[src/rtl/fifo_wr_arb.sv]
// Round-robin, burst-locked arbiter sharing one FIFO write port among NR producers.
// Latency: one ARB cycle after req_valid, then one beat per cycle; one bubble cycle between bursts.
// Backpressure: fifo_full or clk_en low stalls the granted burst in place; the grant is never revoked.
// Optional source tag: define FIFO_WR_ARB_TAG_EN to prefix fifo_in with the requester index.
module fifo_wr_arb #(
  parameter int NR   = 4,
  parameter int DW   = 16,
  parameter int MAXB = 8,
  localparam int IW  = (NR > 1) ? $clog2(NR) : 1,
  localparam int CW  = (MAXB > 1) ? $clog2(MAXB) : 1,
`ifdef FIFO_WR_ARB_TAG_EN
  localparam int OW  = DW + IW
`else
  localparam int OW  = DW
`endif
) (
  input  logic             clk,
  input  logic             rst_n,
  input  logic             clk_en,
  input  logic [NR-1:0]    req_valid,
  input  logic [NR-1:0]    req_last,
  input  logic [NR*DW-1:0] req_data,
  output logic [NR-1:0]    req_ready,
  output logic [NR-1:0]    grant,
  input  logic             fifo_full,
  output logic             fifo_wr_en,
  output logic [OW-1:0]    fifo_in,
  output logic             busy
);

  typedef enum logic {ARB = 1'b0, BURST = 1'b1} state_t;

  state_t        state, state_nx;
  logic [NR-1:0] grant_q;
  logic [IW-1:0] gidx;     // index of the current owner, valid in BURST
  logic [IW-1:0] ptr;      // last owner; search starts just above it
  logic [IW-1:0] sel;
  logic [CW-1:0] cnt;      // beats already written in this burst
  logic          found;
  logic          xfer;
  logic          burst_end;
  logic [DW-1:0] data_sel;

  // Round-robin search: first valid requester starting at ptr+1, wrapping at NR.
  always_comb begin
    logic [IW:0] sum;
    found = 1'b0;
    sel   = '0;
    sum   = '0;
    for (int k = 1; k <= NR; k++) begin
      sum = {1'b0, ptr} + (IW+1)'(k);
      if (sum >= (IW+1)'(NR)) sum = sum - (IW+1)'(NR);
      if (!found && req_valid[sum[IW-1:0]]) begin
        found = 1'b1;
        sel   = sum[IW-1:0];
      end
    end
  end

  // A beat moves only when the owner is valid, the FIFO has room and the clock is enabled.
  always_comb begin
    xfer      = clk_en && (state == BURST) && req_valid[gidx] && !fifo_full;
    burst_end = xfer && (req_last[gidx] || (cnt == CW'(MAXB - 1)));
  end

  // State register.
  always_ff @(posedge clk or negedge rst_n) begin
    if (!rst_n)      state <= ARB;
    else if (clk_en) state <= state_nx;
  end

  // Next-state logic.
  always_comb begin
    state_nx = state;
    case (state)
      ARB:     if (found)     state_nx = BURST;
      BURST:   if (burst_end) state_nx = ARB;
      default:                state_nx = ARB;
    endcase
  end

  // Grant, owner index, RR pointer and beat counter.
  always_ff @(posedge clk or negedge rst_n) begin
    if (!rst_n) begin
      grant_q <= '0;
      gidx    <= '0;
      ptr     <= IW'(NR - 1);
      cnt     <= '0;
    end else if (clk_en) begin
      if (state == ARB) begin
        if (found) begin
          grant_q <= {{(NR-1){1'b0}}, 1'b1} << sel;
          gidx    <= sel;
          cnt     <= '0;
        end
      end else if (xfer) begin
        if (burst_end) begin
          ptr     <= gidx;
          grant_q <= '0;
          cnt     <= '0;
        end else begin
          cnt <= cnt + CW'(1);
        end
      end
    end
  end

  // Outputs: ready only to the owner, write strobe and data muxed from the owner.
  always_comb begin
    req_ready = '0;
    if ((state == BURST) && !fifo_full && clk_en) req_ready = grant_q;
    fifo_wr_en = xfer;
    data_sel   = req_data[int'(gidx)*DW +: DW];
`ifdef FIFO_WR_ARB_TAG_EN
    fifo_in    = {gidx, data_sel};
`else
    fifo_in    = data_sel;
`endif
    busy       = (state == BURST);
    grant      = grant_q;
  end

endmodule

[config.mk]
export PLATFORM = sky130hd
export DESIGN_NAME = fifo_wr_arb
export DESIGN_NICKNAME = d
export VERILOG_FILES = /design/src/rtl/fifo_wr_arb.sv
export SDC_FILE = /design/constraint.sdc
export NUM_CORES = 1
export LEC_CHECK = 0
export ABC_AREA = 1
export CAP_MARGIN = 25
export CORE_MARGIN = 4
export CORE_UTILIZATION = 32
export CTS_CLUSTER_SIZE = 16
export DETAILED_ROUTE_END_ITERATION = 12
export HOLD_SLACK_MARGIN = 0.08
export PLACE_DENSITY_LB_ADDON = 0.2
export SETUP_SLACK_MARGIN = 0.2
export SLEW_MARGIN = 20
export SYNTH_ARGS = -nofsm -noshare
export SYNTH_HDL_FRONTEND = slang
export SYNTH_SLANG_ARGS = --single-unit
[constraint.sdc]
create_clock -name clk -period 1.44 [get_ports clk]
set_input_delay 0.36 -clock clk [delete_from_list [all_inputs] [get_ports clk]]
set_output_delay 0.36 -clock clk [all_outputs]
set_load 0.02 [all_outputs]
==> results.cfg <==
[placed_design]
pre_cts_slack_ns = -0.823
gp_congestion = 0.829
port_buffers = 101
numPlacedInstances = 409
dp_hpwl_um = 4340

[sta]
max_slew.worst_pin.slew_ns = 0.687
finalSetupViolCount = 29
slew_headroom = 0.540
hold_violations = 0
fmax_mhz = 538
rsz0062_at_grt = yes
maxSlewViolCount = 0
layout_setup_ws_ns = -0.419
final.setup_skew_ns = 0.00448
finalCriticalPeriod_ns = 1.86
finalCritPeriodShare = 1.29

[logic_synthesis]
synthCells = 238
syn_area_per_cell_um2 = 6.07
syn-cell-area_mm2 = 0.00144
synth_cell_types = 27
yosys.area_share.simple = 0.429
yosys.area_share.xor_xnor = 0
synth_compound_area_frac = 0.218
ys_ff_latch = 12
synthMuxAreaShare = 0
synth_top_family_by_area = simple AND/OR/NAND/NOR gates
synth_fa_ha_area_frac = 0.0173
yosysSeqAreaShare = 0.210
synth_nets = 316
ys_warn_count = 0

[grt]
grt_pass1_wl_um = 10300
antenna_found_initial = 0
grt_max_degree = 17
grt_overflow = 0
grt_usage = 0.231
grt_pass1_vias = 2206

[power]
power.internal_mw = 3.78
p_sw_frac = 0.505
ir_drop_mv = 1.33
pwr-share-clk = 0.050
pwr-share-seq = 0.086
power.switching_mw = 3.85
combPwrFrac = 0.864
p_leak_nw = 1.61
p_total_mw = 7.63
pwr_density_cell_mw_per_mm2 = 2100

[worst_setup_path]
critPathKind = flip-flop to flip-flop
crit_path_max_incr_delay_ns = 0.56
critPathRequiredTime_ns = 1.62
cp_num_cells = 14
worst_path_max_delay_cell = dfstp_2
crit_end = grant[3]
r2r_slack_ns = -0.42
crit_fanout = 8
worstReg2RegStart = ptr[0]
worstSetupEndpointType = flip-flop
cp_cell_sequence = buf_12 > inv_12 > nand2_4 > nand2_4 > nand2_2 > nand2_2 > nand2_2 > nand2_1 > nand2_1 > nand2_2 > buf_4 > nor2_4 > nand2_1 > nand2_1
cp_data_arrival_time_ns = 2.04
ff2ff_path_depth = 14
path_buf_inv = 3
crit_path_start_kind = flip-flop
crit_start = ptr[0]
r2r-end = grant[3]
crit_family = simple AND/OR/NAND/NOR gates

[floorplan]
dieArea_mm2 = 0.00565
core_mm2 = 0.00435
die_x_um = 75.2
start_util = 0.332
row_count = 24
die_h_um = 75.2
io_pins = 102

[route]
ant_nets = 0
drtPass1Iterations = 4
detail_route.vias_per_cell = 5.17
via_count = 2249
wl_per_cell_um = 17.3
drc = 0
wirelength_um = 7520
drtIter0Drc = 86

[final_layout]
antenna_cells = 0
multi_input_area_mm2 = 0.00154
fin_cells = 435
drive_gt1_frac = 0.561
seq_area_um2 = 305
fillers = 230
nets = 462
final_util = 0.833
syn_to_final_growth_pct = 151

[run]
max_cap_viol_count = 0

[worst_hold_path]
hold_path.class = primary input to asynchronous set/reset pin

[outcome]
violations = negative setup slack
run_status = finished, violations left

[clock_tree]
cts.clk_slew.worst_paths_ns = 0.06
cts_sinks = 12
clkLatencyLatePin_ns = 0.25
root_buffer = clkbuf_8
tritoncts = built
clk_path_buf_depth = 2
cts_buffers = 3
htree_levels = 1
worst min-delay path by stage:
| stage | end | depth (start not counted) |
|---|---|---|
| 4_1_cts | cnt[2] | 2 |
| 3_3_place_gp | cnt[1] | 2 |
| 5_1_grt | grant[1] | 2 |
| 3_5_place_dp | cnt[2] | 2 |
| 6_report | gidx[1] | 2 |
| 2_1_floorplan | busy | 0 |
flip-flops by register name (all words and copies together), names as in the netlist:
name,flops
busy,1
cnt,3
gidx,2
grant,4
ptr,2
cell usage after synthesis:
cell	count	share of area
o21ai_0	32	0.11
o21ai_1	6	0.021
nand3b_1	1	0.0052
nand2_4	5	0.039
nand3_1	11	0.038
a21oi_2	1	0.0061
dfrtp_1	10	0.17
buf_6	4	0.031
buf_2	1	0.0035
nor2_4	1	0.0078
o22ai_1	16	0.069
nand2_1	45	0.12
nand3b_4	1	0.014
nor2_2	2	0.0087
inv_8	1	0.0078
buf_1	2	0.0052
inv_2	5	0.013
ha_1	2	0.017
o21ai_2	1	0.0061
dfstp_2	2	0.036
buf_8	1	0.010
clkbuf_1	6	0.016
inv_1	15	0.039
nor2_1	50	0.13
o211ai_1	1	0.0052
nand4_1	3	0.013
nand2_2	13	0.056
layout make-up:
type / count / area share
well taps: 52 / 0.0179
clock buffers: 4 / 0.0152
inverters: 21 / 0.0279
multi-input cells: 192 / 0.425
flip-flops and latches: 12 / 0.0841
repair buffers: 154 / 0.430
cells in the final DEF (no fill, tap or decap), types with 2 or more instances in the layout:
cell type	instances
dfrtp_1	8
o21ai_1	7
o21ai_2	25
nand4_1	3
o21ai_4	6
dlygate4sd2_1	4
buf_12	9
buf_6	27
nor2_4	15
nand2_8	2
buf_2	6
inv_2	5
nand2_4	17
nor2_2	6
clkbuf_8	4
nand2_2	22
o22ai_2	12
dfrtp_2	2
dfstp_2	2
buf_4	37
ha_1	2
nor2_1	32
inv_1	12
nand3_1	5
inv_4	2
nand3_2	6
nand2_1	23
o22ai_4	4
clkdlybuf4s50_1	69
through the flow:
step           cell area, um2  setup TNS [ns]  hold slack, ns
3_5_place_dp             2990          -18.99           0.507
3_3_place_gp             2990          -18.71           0.496
4_1_cts                  3420           -7.14           0.418
6_report                 3630           -8.51           0.418
5_1_grt                  3630          -10.15           0.445
2_1_floorplan            1800          -0.927          0.0644
power by group through the flow:
stage               sequential [mW]  combinational (mW)  clock [mW]
floorplan                     0.652                3.31           0
global placement              0.640                4.80           0
detailed placement            0.646                4.87           0
CTS                           0.640                5.89       0.375
global route                  0.670                6.97       0.389
finish                        0.657                6.60       0.378
cells by family (layout without fill, tap and decap cells):
logic type | Yosys count | count (layout)
buffers and inverters | 35 | 179
and+or+nand+nor | 132 | 133
AOI/OAI and AO/OA | 57 | 57
adders and majority gates | 2 | 2
DFF | 12 | 12
routing by layer:
layer	share of wire	GRT usage	vias to the layer above
met3	0.052	0.0294	28
met5	0	0	-
met2	0.54	0.439	83
met4	0.034	0.0680	0
met1	0.37	0.267	1063
li1	-	-	1075
timing repair:
item | in CTS | in global routing
pin swaps | 32 | 28
hold buffers | 0 | 0
setup endpoints to repair | 38 | 37
hold endpoints to repair | 0 | 0
setup buffers | 11 | 9
gates cloned | 2 | 0
gates resized for setup | 224 | 41
Note: power is estimated with default switching activity, not from simulation.
